--- config.mk ---
export PLATFORM = sky130hd
export DESIGN_NAME = fwd_hazard_unit
export DESIGN_NICKNAME = d
export VERILOG_FILES = /design/src/rtl/pipe_pkg.sv /design/src/rtl/fwd_select.sv /design/src/rtl/fwd_hazard_unit.sv
export SDC_FILE = /design/constraint.sdc
export NUM_CORES = 1
export LEC_CHECK = 0
export ABC_AREA = 1
export BUFFER_PORTS_ARGS = -buffer_cell sky130_fd_sc_hd__buf_2
export CORE_MARGIN = 2
export CORE_UTILIZATION = 46
export DETAILED_ROUTE_END_ITERATION = 10
export PLACE_DENSITY = 0.73
export SLEW_MARGIN = 30
export SYNTH_ARGS = -nofsm -noshare
export SYNTH_HDL_FRONTEND = slang
export SYNTH_SLANG_ARGS = --single-unit
--- constraint.sdc ---
create_clock -name clk -period 2.7 [get_ports clk]
set_input_delay 0.135 -clock clk [delete_from_list [all_inputs] [get_ports clk]]
set_output_delay 0.135 -clock clk [all_outputs]
set_load 0.005 [all_outputs]
--- src/rtl/pipe_pkg.sv ---
// Shared constants for the EX-stage forwarding and load-use hazard logic.
// Forward-select encodings, stall FSM states and the default address width.
package pipe_pkg;

  localparam int REG_AW_DEF = 5;

  localparam logic [1:0] FWD_RF    = 2'b00;
  localparam logic [1:0] FWD_EXMEM = 2'b10;
  localparam logic [1:0] FWD_MEMWB = 2'b01;
  localparam logic [1:0] FWD_WBSH  = 2'b11;

  typedef enum logic {
    ST_IDLE  = 1'b0,
    ST_STALL = 1'b1
  } state_e;

endpackage

--- src/rtl/fwd_select.sv ---
// Priority operand-forwarding selector for one ALU source register.
// EX/MEM beats MEM/WB beats the write-back shadow; r0 never forwards.
module fwd_select
  import pipe_pkg::*;
#(
  parameter int AW = REG_AW_DEF
) (
  input  logic [AW-1:0] i_src,
  input  logic          i_exmem_en,
  input  logic [AW-1:0] i_exmem_rd,
  input  logic          i_memwb_en,
  input  logic [AW-1:0] i_memwb_rd,
  input  logic          i_wbsh_en,
  input  logic [AW-1:0] i_wbsh_rd,
  output logic [1:0]    o_sel
);

  logic w_hit_exmem;
  logic w_hit_memwb;
  logic w_hit_wbsh;

  assign w_hit_exmem = i_exmem_en && (i_exmem_rd != '0)
                       && (i_exmem_rd == i_src);
  assign w_hit_memwb = i_memwb_en && (i_memwb_rd != '0)
                       && (i_memwb_rd == i_src);
  assign w_hit_wbsh  = i_wbsh_en && (i_wbsh_rd == i_src);

  always_comb begin
    o_sel = FWD_RF;
    if (i_src != '0) begin
      if (w_hit_exmem)      o_sel = FWD_EXMEM;
      else if (w_hit_memwb) o_sel = FWD_MEMWB;
      else if (w_hit_wbsh)  o_sel = FWD_WBSH;
    end
  end

endmodule

--- src/rtl/fwd_hazard_unit.sv ---
// Operand forwarding plus multi-cycle load-use stall control beside ID/EX.
// A registered WB shadow covers same-cycle regfile write/read without bypass.
module fwd_hazard_unit
  import pipe_pkg::*;
#(
  parameter int REG_AW   = REG_AW_DEF,
  parameter int LOAD_LAT = 1,
  parameter int CNT_W    = 16
) (
  input  logic              clk,
  input  logic              rst_n,
  input  logic              flush,
  input  logic [REG_AW-1:0] ifid_rs,
  input  logic [REG_AW-1:0] ifid_rt,
  input  logic              ifid_use_rs,
  input  logic              ifid_use_rt,
  input  logic [REG_AW-1:0] idex_rs,
  input  logic [REG_AW-1:0] idex_rt,
  input  logic [REG_AW-1:0] idex_rd,
  input  logic              idex_memread,
  input  logic              exmem_regwrite,
  input  logic [REG_AW-1:0] exmem_rd,
  input  logic              memwb_regwrite,
  input  logic [REG_AW-1:0] memwb_rd,
  output logic [1:0]        forward_a,
  output logic [1:0]        forward_b,
  output logic              stall,
  output logic              idex_bubble,
  output logic [CNT_W-1:0]  stall_cycles
);

  localparam logic [3:0] LAT_M1 = 4'(LOAD_LAT - 1);
  localparam bit         MULTI  = (LOAD_LAT > 1);

  state_e            r_state;
  logic [3:0]        r_rem;
  logic              r_sh_v;
  logic [REG_AW-1:0] r_sh_rd;
  logic [CNT_W-1:0]  r_cnt;

  state_e            w_state_nxt;
  logic [3:0]        w_rem_nxt;
  logic              w_stall;
  logic              w_hazard;
  logic              w_rs_hit;
  logic              w_rt_hit;

  fwd_select #(.AW(REG_AW)) u_fwd_a (
    .i_src      (idex_rs),
    .i_exmem_en (exmem_regwrite),
    .i_exmem_rd (exmem_rd),
    .i_memwb_en (memwb_regwrite),
    .i_memwb_rd (memwb_rd),
    .i_wbsh_en  (r_sh_v),
    .i_wbsh_rd  (r_sh_rd),
    .o_sel      (forward_a)
  );

  fwd_select #(.AW(REG_AW)) u_fwd_b (
    .i_src      (idex_rt),
    .i_exmem_en (exmem_regwrite),
    .i_exmem_rd (exmem_rd),
    .i_memwb_en (memwb_regwrite),
    .i_memwb_rd (memwb_rd),
    .i_wbsh_en  (r_sh_v),
    .i_wbsh_rd  (r_sh_rd),
    .o_sel      (forward_b)
  );

  assign w_rs_hit = ifid_use_rs && (ifid_rs == idex_rd);
  assign w_rt_hit = ifid_use_rt && (ifid_rt == idex_rd);
  assign w_hazard = idex_memread && (idex_rd != '0)
                    && (w_rs_hit || w_rt_hit);

  // Detect cycle counts as the first stall; STALL covers the rest.
  always_comb begin
    w_state_nxt = r_state;
    w_rem_nxt   = r_rem;
    w_stall     = 1'b0;
    if (flush) begin
      w_state_nxt = ST_IDLE;
      w_rem_nxt   = 4'd0;
    end else begin
      unique case (r_state)
        ST_IDLE: begin
          w_stall = w_hazard;
          if (w_hazard && MULTI) begin
            w_state_nxt = ST_STALL;
            w_rem_nxt   = LAT_M1;
          end
        end
        ST_STALL: begin
          w_stall   = 1'b1;
          w_rem_nxt = r_rem - 4'd1;
          if (r_rem == 4'd1) w_state_nxt = ST_IDLE;
        end
      endcase
    end
  end

  always_ff @(posedge clk) begin
    if (!rst_n) begin
      r_state <= ST_IDLE;
      r_rem   <= 4'd0;
      r_sh_v  <= 1'b0;
      r_sh_rd <= '0;
      r_cnt   <= '0;
    end else begin
      r_state <= w_state_nxt;
      r_rem   <= w_rem_nxt;
      r_sh_v  <= memwb_regwrite && (memwb_rd != '0);
      r_sh_rd <= memwb_rd;
      if (w_stall && (r_cnt != '1)) r_cnt <= r_cnt + 1'b1;
    end
  end

  assign stall        = w_stall;
  assign idex_bubble  = w_stall;
  assign stall_cycles = r_cnt;

endmodule

Yosys cells after proc, flatten, opt, wreduce, memory -nomap -nowiden
Cells that the tools add are included.

word-level totals
  bits of input ports = 43
  flip-flop bits (word level) = 27
  logic and storage cells = 51
  output and inout bits = 22

operators by class
  equality and inequality tests = 10
  reduce and logical (&&, ||, !) cells = 21
  muxes and demuxes = 11
  bitwise logic cells = 2
  add/sub/neg operators = 2

operator list
  kind                     count
  $eq A5 B5 Y1             8
  $reduce_bool A5 Y1       5
  $add A16 B1 Y16 const B  1
  $mux W2                  8
  $ne A16 B16 Y1 const B   1
  $logic_and A1 B1 Y1      13
  $eq A4 B1 Y1 const B     1
  $sub A4 B1 Y4 const B    1
  $reduce_or A3 Y1         1
  $mux W1                  2
  $not A1 Y1               2
  $pmux W1 S2              1
  $reduce_or A2 Y1         1
  $logic_or A1 B1 Y1       1

Logic depth before layout (Yosys ltp)
Gate-level depths: netlist of the first run.

  word-level depth = 7
  depth in mapped cells = 13
  mapped depth without buffers = 12

By module
From an unflattened synthesis of the first run, not the netlist that was laid out.

unflattened totals
  cell total of the unflattened synthesis = 438
  area total of the unflattened synthesis = 2376.0 um^2

modules (own cells, without submodules)
  module           cells an instance  area an instance (um^2)  sequential area each (um^2)  times used
  fwd_hazard_unit  284                1697.9                   540.5                        1
  fwd_select       77                 339.1                    0.0                          2

Worst setup path after synthesis of the first run
No wires, ideal clock.

  path type = reg2reg
  from = register r_cnt[0], in the netlist stall_cycles[0]
  to = register r_cnt[14], in the netlist stall_cycles[14]
  data arrival time = 1358 ps
  clock period less this slack = 1471 ps
  cell stages (with the launch flop) = 11
  data required time = 2587 ps
  setup time = 113 ps
  setup slack = 1229 ps
  path buffers = 0
  path through = dfxtp_1 ha_1 nand2_1 nor2_4 nand4_2 nand4_1 inv_1 nand3_1 nand2_1 nand2_1 nor2_1

between the ends
  cells in the longest elaborated chain, start to end = 2
  elaborated cells on any way between the ends = 3
  classes of those cells = 1 x add/sub; 1 x eq/ne; 1 x reduce/logical

RTL lines
  what                                                                     RTL line                text
  from (decl)                                                              fwd_hazard_unit.sv:39   logic [CNT_W-1:0] r_cnt;
  from (signal assigned)                                                   fwd_hazard_unit.sv:113  if (w_stall && (r_cnt != '1)) r_cnt <= r_cnt + 1'b1;
  parallel branches: the longest is 2 deep, another holds $add A16 B1 Y16  n/a

Several ways; the timed one is not identified.
A chain may end at the register's enable or synchronous reset.

Final worst setup path of the first run
  from = register r_sh_rd[4]
  to = output port forward_a[0]

between the ends
  cells in the longest elaborated chain, start to end = 6

RTL lines
  what                    RTL line                text
  from (decl)             fwd_hazard_unit.sv:38   logic [REG_AW-1:0] r_sh_rd;
  from (signal assigned)  fwd_hazard_unit.sv:112  r_sh_rd <= memwb_rd;
  $eq A5 B5 Y1            fwd_select.sv:26        assign w_hit_wbsh = i_wbsh_en && (i_wbsh_rd == i_src);
  $logic_and A1 B1 Y1     fwd_select.sv:26
  $mux W2                 fwd_select.sv:33        else if (w_hit_wbsh) o_sel = FWD_WBSH;
  $mux W2                 fwd_select.sv:32        else if (w_hit_memwb) o_sel = FWD_MEMWB;
  $mux W2                 fwd_select.sv:31        if (w_hit_exmem) o_sel = FWD_EXMEM;
  $mux W2                 fwd_select.sv:30        if (i_src != '0) begin
  to (decl)               fwd_hazard_unit.sv:25   output logic [1:0] forward_a,

No other way between the ends.

==> results.txt, run 1 <==
----------------------------------------------------
[Route]
  Drt via density ... 4.81
  Initial drt markers ... 131
  Antenna-violating nets left ... 0
  DR WL/cell ... 10.3 um
  DRC errors left ... 0
  Initial DRT Pass Iterations ... 4
  Final wirelength ... just under 5000 um
  Number of vias after detailed routing ... 2282

[Synthesis]
  Post-synthesis sequential element count ... 27
  Number of warnings reported in the yosys synthesis log ... 0
  Post-synthesis instance area ... 2150 um^2
  Part of the Yosys area used for sequential elements ... between 20% and 30%
  Post-synthesis cell count ... 361
  Cell variety after synth ... 32
  Net Count, Synth ... slightly above 400
  Synthesized area per cell ... 5.95 um^2

[Clocking]
  Clock Root Buffer ... sky130_fd_sc_hd__clkbuf_8
  Clock tree from TritonCTS ... built
  CTS Buf Count ... 3
  Deepest level of the CTS H-tree ... 1
  Count of hold-fix buffers inserted at cts ... 0
  Number of buffers inserted to repair setup after CTS ... 0
  Post-CTS Resized ... 0
  Clock-pin slew on the worst setup and hold paths ... 0.09 ns
  Bufs on Longest Clock Path ... 2
  Insertion delay to the later sink of the worst-skew pair ... 0.26 ns
  Sink count of the clock tree ... 27

[Cells and area]
  Synthesis-to-layout area growth ... 17.8%
  Ratio of cells with drive above 1 in the final layout ... 19.7%
  Layout net count ... 469
  Design Area, Final ... between 2000 and 3000 um^2
  Sequential cell area ... 541 um^2
  Total inserted antenna cells ... 0
  Non-Filler Instances ... 474
  Number of fill cells in the layout ... 446
  Area of the multi-input gates ... 1310 um^2

[Die]
  Core area ... ~4400 um^2
  Width of the chip ... 72.4 um
  Initial Utilization ... 48.7%
  I/O Pins ... between 60 and 70
  Number of cell rows ... 24
  Vertical extent of the die ... 72.4 um
  Total die area ... 5240 um^2

[GRT]
  Final global-route overflow total ... 0
  Gr usage total ... about a fifth
  Via count of the first global-routing pass ... 2096
  Initial antenna violation count ... 0
  Pin count of the biggest net entering global routing ... 26
  Wire length of the first global-routing pass ... 8760 um

[STA]
  Slew @ Worst Pin ... about 0.66 ns
  Setup TNS ... 0 ns
  Unrepaired setup endpoints after global routing ... false
  Clock skew ... 0.00317 ns
  Max-slew violation count ... 0
  Final-report setup violation count ... 0
  Shortest clock period the worst path allows after layout ... 1.67 ns
  Final count of hold timing violations ... 0
  Normalized max-slew margin ... 55.4%
  Achievable frequency ... 0.598 GHz
  Final critical-path share of the clock period ... 61.9%
  Slack of the critical path ... 1.03 ns

[Power and ir drop]
  Maximum vdd ir drop ... 0.214 mV
  Cell Pwr Density ... roughly 310 nW/um^2
  Total power consumption of the routed design ... a little under 0.8 mW
  Pleak ... 1.33 nW

[Setup path]
  CP top delay family ... simple AND/OR/NAND/NOR gates
  Arrival time of the worst setup path ... 1.54 ns
  Crit path depth ... 5
  CP peak stage delay ... roughly 0.41 ns
  Cell count of the worst reg-to-reg path ... 10
  Number of buffers and inverters on the critical path ... 1
  Standard cell with the maximum stage delay on the critical path ... sky130_fd_sc_hd__nor4_1
  Critical path fanouts, max ... 2
  Cell chain of the critical path ... xor2_1 > nor4_1 > o21ai_0 > nor2_1 > buf_2
  Crit end category ... output pin
  Critical Path Source Type ... flop
  Critical path type ... reg2out
  Worst endpoint required time ... 2.57 ns

[Placement]
  Final weighted congestion in routability-driven placement ... 0.844
  Number of port buffers ... 64
  Number of placed cells counting well taps ... 470
  Worst slack at placement ... 1.05 ns
  Post-detailed-placement cell area ... 2490 um^2
  Post-detailed-placement half-perimeter wirelength ... 3970 um

[Hold path]
  Kind of path behind the tightest hold check ... in2reg
  Hold Crit Depth ... 3

[Status]
  Run status ... complete, no violations

[Job]
  Max-cap violations ... 0

----------------------------------------------------
## final timing paths
kind | start | endpoint | slack [ns]
setup / recovery | r_sh_rd[4] | forward_a[0] | 1.03
hold / removal | memwb_rd[1] | r_sh_rd[1] | 0.12
hold reg to reg | r_rem[3] | r_rem[3] | 0.47
setup reg to reg | stall_cycles[1] | stall_cycles[8] | 1.03
## kinds of logic (layout without fill, tap and decap cells)
logic type	count (synthesis)	in the layout	synth area share, %
simple gates	211	211	43.4
buf+inv	74	135	14.0
flops	27	27	25.1
xor+xnor	25	25	10.2
compound gates	21	21	5.53
fa+ha+maj	3	3	1.75
## synthesized netlist by cell type
cell	number	area [um^2]
sky130_fd_sc_hd__xnor2_1	7	61.3
sky130_fd_sc_hd__o41ai_1	1	8.76
sky130_fd_sc_hd__ha_1	3	37.5
sky130_fd_sc_hd__nor2_2	3	18.8
sky130_fd_sc_hd__nor3_1	6	30.0
sky130_fd_sc_hd__clkinv_1	1	3.75
sky130_fd_sc_hd__o22ai_1	2	12.5
sky130_fd_sc_hd__o21ai_1	1	5.00
sky130_fd_sc_hd__buf_6	1	11.3
sky130_fd_sc_hd__o21a_1	1	7.51
sky130_fd_sc_hd__nand2_1	93	349
sky130_fd_sc_hd__nand4_1	15	93.8
sky130_fd_sc_hd__a21oi_1	8	40.0
sky130_fd_sc_hd__nor4_1	5	31.3
sky130_fd_sc_hd__or2_2	4	25.0
sky130_fd_sc_hd__inv_2	3	11.3
sky130_fd_sc_hd__nand2_2	2	12.5
sky130_fd_sc_hd__o211ai_1	1	7.51
sky130_fd_sc_hd__nand2_4	1	11.3
sky130_fd_sc_hd__inv_1	63	236
sky130_fd_sc_hd__nand3_1	22	110
sky130_fd_sc_hd__a211oi_1	1	7.51
sky130_fd_sc_hd__o21ai_0	6	30.0
sky130_fd_sc_hd__nand3_2	1	10.0
sky130_fd_sc_hd__nor2_4	1	11.3
sky130_fd_sc_hd__buf_4	3	22.5
sky130_fd_sc_hd__nand4_2	1	12.5
sky130_fd_sc_hd__nor2_1	56	210
sky130_fd_sc_hd__nor3b_1	1	7.51
sky130_fd_sc_hd__buf_2	3	15.0
sky130_fd_sc_hd__xor2_1	18	158
sky130_fd_sc_hd__dfxtp_1	27	541
## metal layers
metal | GRT usage (%) | vias to the layer above | wire (um)
met1 | 25.7 | 1001 | 2270
met3 | 1.94 | 2 | 207
met4 | 3.98 | 0 | 19
met5 | 0 | - | 0
met2 | 37.0 | 38 | 2400
li1 | - | 1241 | -
## report_power, final
group	internal, mW	switching [mW]	leakage [nW]
Sequential	0.403	0.00383	0.219
Clock	0.105	0.118	0.0228
Combinational	0.0643	0.0874	1.09
## sequential cells by signal, indices dropped and copies added (netlist names)
name / count
stall_cycles: 16
r_sh_rd: 5
r_rem: 4
r_sh_v: 1
r_state: 1
## cell usage in the layout, fill, tap and decap left out, drive strengths merged, types with 8 or more instances in the layout
cell,netlist,layout
nand2,96,96
inv,66,66
buf,7,64
nor2,60,60
dfxtp,27,27
nand3,23,23
xor2,18,18
nand4,16,16
a21oi,8,8
## cell type report
class,instances,share of cell area [%]
Tap cell,52,2.57
Timing Repair Buffer,64,12.7
Clock buffer,4,1.78
Sequential cell,27,21.4
Inverter,67,9.94
Multi-Input combinational cell,260,51.7
## stage by stage
step                      hold WS [ns]  utilization (%)
after floorplan                  0.228                -
after global placement           0.399             56.3
after detailed placement         0.399             56.3
after CTS                        0.114             57.3
after global routing             0.136             57.3
final                            0.124             57.3
## worst reg2reg max path: cells and delay by family (launching register included)
family | cells | cell delay (ns)
adders and majority gates | 1 | 0.20
buffers and inverters | 1 | 0.06
DFF | 1 | 0.38
and+or+nand+nor | 8 | 0.94
(Power assumes the default switching activity.)
==> run 2: changes to the inputs <==
- ABC_AREA: 1 -> 0
- CORE_UTILIZATION: 46 -> 45
- PLACE_DENSITY: 0.73 -> 0.76
- clock period: 2.7 -> 1.4 ns (I/O delays scaled with it)
==> results.txt, run 2 <==
----------------------------------------------------
[Cells and area]
  Max reg flops ... 16 (unchanged)
  Layout net count ... 398 (-15%)
  Most common library cell in the layout ignoring fill and taps ... sky130_fd_sc_hd__buf_4
  Non-Filler Instances ... 401 (-15%)
  Utilization of the core after routing ... 79.9% (+23 points)
  Ratio of cells with drive above 1 in the final layout ... 51.9% (+32 points)
  Commonest non-fill, non-tap cells in the layout ... 56 x sky130_fd_sc_hd__buf_4, 54 x sky130_fd_sc_hd__buf_2, 26 x sky130_fd_sc_hd__xor2_1, 20 x sky130_fd_sc_hd__buf_6, 20 x sky130_fd_sc_hd__dfxtp_1
  Synthesis-to-layout area growth ... 71.2%
  Total inserted antenna cells ... 0 (unchanged)

[Placement]
  Post-detailed-placement half-perimeter wirelength ... 3690 um (-7.0%)
  Number of port buffers ... 64 (unchanged)
  Final weighted congestion in routability-driven placement ... 0.772 (-8.5%)
  Number of placed cells counting well taps ... 367 (-22%)

[Setup path]
  Critical path fanouts, max ... 8 (+6)
  Crit path depth ... 7 (+2)
  Critical path type ... reg2reg
  Cell chain of the critical path ... nand4_1 > nor2_2 > nand3_4 > nor3_4 > buf_6 > nor4_4 > mux2i_1
  Worst endpoint required time ... 1.60 ns (-0.97 ns)
  Critical Path Source Type ... flop
  Crit end category ... flop
  Standard cell with the maximum stage delay on the critical path ... sky130_fd_sc_hd__dfxtp_4
  CP top delay family ... simple AND/OR/NAND/NOR gates
  CP peak stage delay ... 0.36 ns (-0.05 ns)
  Arrival time of the worst setup path ... 1.93 ns (+0.39 ns)
  Cell count of the worst reg-to-reg path ... 7 (-3)
  Number of buffers and inverters on the critical path ... 1 (unchanged)

[Synthesis]
  Cell variety after synth ... 42 (+31%)
  Net Count, Synth ... 262 (-36%)
  Flip-flop cell with the highest count after synthesis ... sky130_fd_sc_hd__dfxtp_1
  Area share of the largest cell type after synthesis ... 29.0% (+3.8 points)
  Number of warnings reported in the yosys synthesis log ... 0 (unchanged)
  Post-synthesis instance area ... 1870 um^2 (-13%)
  Async SR Flop Fraction ... 0% (unchanged)
  Post-synth EDFFs ... 0 (unchanged)
  Part of the Yosys area used for sequential elements ... 29.0% (+3.8 points)
  Biggest area consumer among synthesized cells ... sky130_fd_sc_hd__dfxtp_1
  Biggest area contributors in the synthesized netlist ... sky130_fd_sc_hd__dfxtp_1 29%, sky130_fd_sc_hd__xor2_1 13%, sky130_fd_sc_hd__xnor2_1 7.5%
  Most numerous cell types in the synthesized netlist ... 27 x sky130_fd_sc_hd__dfxtp_1, 27 x sky130_fd_sc_hd__xor2_1, 17 x sky130_fd_sc_hd__nand2_1
  Post-synthesis cell count ... 216 (-40%)
  Synthesized area per cell ... 8.64 um^2 (+45%)
  Post-synthesis sequential element count ... 27 (unchanged)

[GRT]
  Pin count of the biggest net entering global routing ... 15 (-42%)
  Final global-route overflow total ... 0 (unchanged)
  Wire length of the first global-routing pass ... 9560 um (+9.1%)
  Via count of the first global-routing pass ... 2087 (-0.43%)
  Gr usage total ... 27.9% (+7.7 points)
  Initial antenna violation count ... 0 (unchanged)

[Hold path]
  Hold Crit Depth ... 2 (-1)
  Kind of path behind the tightest hold check ... in2reg

[Die]
  Core area ... 4000 um^2 (-9.4%)
  Vertical extent of the die ... 68.4 um (-5.5%)
  Initial Utilization ... 46.7% (-2.0 points)
  Total die area ... 4680 um^2 (-11%)
  I/O Pins ... 65 (unchanged)
  Number of cell rows ... 23 (-4.2%)
  Width of the chip ... 68.4 um (-5.5%)

[Clocking]
  Clock tree from TritonCTS ... built
  Clock-pin slew on the worst setup and hold paths ... 0.10 ns (about the same)
  Sink count of the clock tree ... 27 (unchanged)
  Count of hold-fix buffers inserted at cts ... 0 (unchanged)
  Deepest level of the CTS H-tree ... 1 (unchanged)
  Bufs on Longest Clock Path ... 2 (unchanged)
  CTS Buf Count ... 3 (unchanged)
  Insertion delay to the later sink of the worst-skew pair ... 0.29 ns (+0.03 ns)
  Clock Root Buffer ... sky130_fd_sc_hd__clkbuf_8

[STA]
  Slack of the critical path ... -0.337 ns (-1.37 ns)
  Max-slew violation count ... 0 (unchanged)
  Clock skew ... 0.0129 ns (+0.00973 ns)
  Normalized max-slew margin ... 67.6% (+12 points)
  Slew @ Worst Pin ... 0.482 ns (-0.183 ns)
  Final count of hold timing violations ... 0 (unchanged)
  Final-report setup violation count ... 22 (+22)
  Unrepaired setup endpoints after global routing ... true
  Final critical-path share of the clock period ... 124%
  Achievable frequency ... 0.576 GHz
  Shortest clock period the worst path allows after layout ... 1.74 ns

[Route]
  Antenna-violating nets left ... 0 (unchanged)
  DRC errors left ... 0 (unchanged)
  Drt via density ... 5.42 (+13%)
  DR WL/cell ... 16.5 um (+60%)
  Number of vias after detailed routing ... 2174 (-4.7%)
  Initial drt markers ... 107 (-18%)
  Initial DRT Pass Iterations ... 4 (unchanged)
  Final wirelength ... 6610 um (+35%)

[Power and ir drop]
  Total power consumption of the routed design ... 1.60 mW (+100%)
  Cell Pwr Density ... 499 nW/um^2 (+61%)
  Pleak ... 1.35 nW (+1.1%)
  Maximum vdd ir drop ... 0.447 mV (+110%)

[Status]
  Run status ... complete, but fails checks
  Violations in the final reports ... setup timing

[Job]
  Max-cap violations ... 0 (unchanged)

----------------------------------------------------
[run 2: kinds of logic (layout without fill, tap and decap cells)]
logic type / Yosys count / in the layout / synth area share, %
muxes: 10 / 10 / 5.36
buffers and inverters: 14 / 149 / 4.02
xor gates and xnor gates: 43 / 43 / 20.2
adders and majority gates: 3 / 3 / 2.01
AOI/OAI and AO/OA: 22 / 22 / 7.64
DFF: 27 / 27 / 29.0
and+or+nand+nor: 97 / 97 / 31.8
[run 2: path summary, 6_finish.rpt]
path | to | startpoint | slack, ns
worst max-delay path | stall_cycles[13] | stall_cycles[3] | -0.34
worst max register to register | stall_cycles[13] | stall_cycles[3] | -0.34
worst min-delay path | r_sh_rd[1] | memwb_rd[1] | 0.09
worst min register to register | r_rem[1] | r_rem[1] | 0.50
[run 2: cell type report]
class                   count  area (um^2)
fillers                   240          803
well taps                  50         62.6
multi-input cells         175         1440
flip-flops and latches     27          552
clock buffers               4         45.0
inverters                   7         28.8
repair buffers            138         1070
[run 2: report_power, final]
group / leakage (nW) / total [mW] / internal, mW / switching, mW
Combinational: 1.10 / 0.344 / 0.180 / 0.164
Clock: 0.0228 / 0.469 / 0.205 / 0.264
Sequential: 0.223 / 0.783 / 0.775 / 0.00740
[run 2: per-layer routing]
layer	vias to the layer above	GRT usage [%]	wire length, um
li1	1030	-	-
met1	1030	30.2	2460
met2	93	53.1	3520
met3	21	2.96	392
met4	0	13.0	238
met5	-	0	0
[run 2: repair_timing]
action / 4_1_cts / 5_1_grt
pin swaps: 30 / 21
buffers inserted: 23 / 9
gates resized for setup: 42 / 22
setup endpoints to repair: 22 / 22
cloned: 2 / 0
[run 2: metrics by stage]
stage	TNS, ns	hold slack (ns)	cell area [um^2]	setup WS [ns]
2_1_floorplan	-2.14	0.192	1890	-0.175
3_3_place_gp	-5.97	0.355	2580	-0.398
3_5_place_dp	-6.57	0.357	2580	-0.450
4_1_cts	-4.27	0.0722	3080	-0.321
5_1_grt	-7.37	0.0976	3200	-0.515
6_report	-5.47	0.0899	3200	-0.337
==> run 3: changes to the inputs <==
- REMOVE_ABC_BUFFERS: unset -> 1
==> results.txt, run 3 (synthesis gave the netlist of run 2 again) <==
----------------------------------------------------
[GRT]
  Wire length of the first global-routing pass ... 9200 um (-3.8%)
  Via count of the first global-routing pass ... 2025 (-3.0%)
  Pin count of the biggest net entering global routing ... 15 (unchanged)
  Initial antenna violation count ... 0 (unchanged)
  Final global-route overflow total ... 0 (unchanged)
  Gr usage total ... 27.1% (-0.73 points)

[Hold path]
  Worst hold endpoint ... r_sh_rd[1]
  Worst min-delay path startpoint ... memwb_rd[1]
  Hold Crit Depth ... 2 (unchanged)
  Kind of path behind the tightest hold check ... in2reg

[Setup path]
  Cell count of the worst reg-to-reg path ... 6 (-1)
  CP top delay family ... simple AND/OR/NAND/NOR gates
  Critical path type ... reg2reg
  Critical Path Source Type ... flop
  Crit Reg-Reg Endpoint ... stall_cycles[14]
  Arrival time of the worst setup path ... 1.97 ns (+0.04 ns)
  Cell chain of the critical path ... nand4_1 > nor2_4 > nand3_4 > or2_1 > or3_1 > a21oi_2
  Critical path fanouts, max ... 5 (-3)
  R2r setup slk ... -0.37 ns (-0.03 ns)
  Crit end category ... flop
  CP peak stage delay ... 0.38 ns (+0.02 ns)
  Reg-to-Reg Start ... stall_cycles[5]
  Worst endpoint required time ... 1.60 ns (about the same)
  Standard cell with the maximum stage delay on the critical path ... sky130_fd_sc_hd__dfxtp_4
  Number of buffers and inverters on the critical path ... 0 (-1)

[Clocking]
  Insertion delay to the later sink of the worst-skew pair ... 0.28 ns (about the same)
  Sink count of the clock tree ... 27 (unchanged)
  Bufs on Longest Clock Path ... 2 (unchanged)
  Clock tree from TritonCTS ... built
  Clock Root Buffer ... sky130_fd_sc_hd__clkbuf_8
  Clock-pin slew on the worst setup and hold paths ... 0.10 ns (about the same)
  CTS Buf Count ... 3 (unchanged)
  Deepest level of the CTS H-tree ... 1 (unchanged)

[STA]
  Clock skew ... 0.0113 ns (-0.00159 ns)
  Final-report setup violation count ... 22 (unchanged)
  Final critical-path share of the clock period ... 126% (+2.3 points)
  Shortest clock period the worst path allows after layout ... 1.77 ns (+0.0319 ns)
  Hold_ws ... 0.0849 ns (-0.00493 ns)
  Max-slew violation count ... 0 (unchanged)
  Unrepaired setup endpoints after global routing ... true
  Slew @ Worst Pin ... 0.460 ns (-0.0212 ns)
  Achievable frequency ... 0.565 GHz (-1.8%)
  Slack of the critical path ... -0.369 ns (-0.0319 ns)
  Final count of hold timing violations ... 0 (unchanged)
  Normalized max-slew margin ... 69.0% (+1.4 points)

[Die]
  Width of the chip ... 68.4 um (unchanged)
  Core area ... 4000 um^2 (unchanged)
  Initial Utilization ... 46.7% (unchanged)
  Vertical extent of the die ... 68.4 um (unchanged)
  Number of cell rows ... 23 (unchanged)
  I/O Pins ... 65 (unchanged)
  Total die area ... 4680 um^2 (unchanged)

[Route]
  Initial drt markers ... 124 (+16%)
  Number of vias after detailed routing ... 2109 (-3.0%)
  DRC errors left ... 0 (unchanged)
  Initial DRT Pass Iterations ... 4 (unchanged)
  Antenna-violating nets left ... 0 (unchanged)
  DR WL/cell ... 16.2 um (-1.9%)
  Drt via density ... 5.48 (+1.0%)
  Final wirelength ... 6230 um (-5.8%)

[Power and ir drop]
  Total power consumption of the routed design ... 1.58 mW (-0.79%)
  Cell Pwr Density ... 514 nW/um^2 (+3.1%)
  Maximum vdd ir drop ... 0.436 mV (-2.4%)
  Pleak ... 1.26 nW (-6.3%)

[Placement]
  Final weighted congestion in routability-driven placement ... 0.784 (+1.5%)
  Post-detailed-placement half-perimeter wirelength ... 3720 um (+0.82%)
  Worst slack at placement ... -0.463 ns (-0.0128 ns)
  Number of port buffers ... 64 (unchanged)
  Post-detailed-placement cell area ... 2540 um^2 (-1.4%)

[Cells and area]
  Utilization of the core after routing ... 76.9% (-3.0 points)
  Ratio of cells with drive above 1 in the final layout ... 50.1% (-1.7 points)
  Total inserted antenna cells ... 0 (unchanged)
  Most common library cell in the layout ignoring fill and taps ... sky130_fd_sc_hd__buf_2
  Design Area, Final ... 3080 um^2 (-3.8%)
  Layout net count ... 382 (-4.0%)
  Commonest non-fill, non-tap cells in the layout ... 55 x sky130_fd_sc_hd__buf_2, 45 x sky130_fd_sc_hd__buf_4, 25 x sky130_fd_sc_hd__xor2_1, 20 x sky130_fd_sc_hd__dfxtp_1, 17 x sky130_fd_sc_hd__buf_6
  Synthesis-to-layout area growth ... 64.8%
  Max reg flops ... 16 (unchanged)

[Status]
  Violations in the final reports ... setup timing
  Run status ... complete, but fails checks

[Job]
  Max-cap violations ... 0 (unchanged)

----------------------------------------------------
[run 3: timing repair]
| item | in CTS | in global routing |
|---|---|---|
| setup endpoints to repair | 22 | 22 |
| pin swaps | 38 | 15 |
| gates resized for setup | 53 | 26 |
| hold buffers | 0 | 0 |
| buffers inserted | 11 | 3 |
| cloned | 2 | 0 |
[run 3: worst max path at each step]
stage / startpoint / to / slack, ns / cells after the start
final: stall_cycles[5] / stall_cycles[14] / -0.37 / 6
after global routing: r_sh_rd[1] / forward_a[0] / -0.49 / 6
after CTS: r_sh_rd[1] / forward_b[0] / -0.35 / 6
after detailed placement: idex_rd[2] / stall_cycles[10] / -0.46 / 8
after global placement: idex_rd[3] / stall_cycles[10] / -0.41 / 8
after floorplan: stall_cycles[3] / stall_cycles[13] / -0.59 / 6
[run 3: worst reg2reg max path: cells and delay by family, from the launching register on]
| kind | cells | cell delay [ns] |
|---|---|---|
| flops | 1 | 0.38 |
| simple gates | 5 | 1.12 |
| compound gates | 1 | 0.19 |
[run 3: per-stage QoR]
stage	TNS, ns	instances
finish	-4.94	385
global route	-6.74	385
CTS	-3.30	383
detailed placement	-6.74	367
global placement	-6.20	367
floorplan	-8.40	209
[run 3: area by class of cell]
type	instances	area [um^2]
multi-input cells	175	1480
flip-flops and latches	27	552
well taps	50	62.6
inverters	7	31.3
fillers	249	923
repair buffers	122	902
clock buffers	4	45.0
[run 3: layer usage]
layer,vias up,global-route usage [%],part of all wire (%)
met5,-,0,0
met3,23,2.96,5.8
met1,987,28.6,38
met4,0,16.5,4.3
li1,998,-,-
met2,101,50.8,52
[run 3: power by group]
part           switching (mW)  leakage (nW)  internal [mW]
registers             0.00762         0.222          0.776
logic                   0.167          1.02          0.175
clock network           0.253        0.0228          0.205
total                   0.427          1.26           1.16
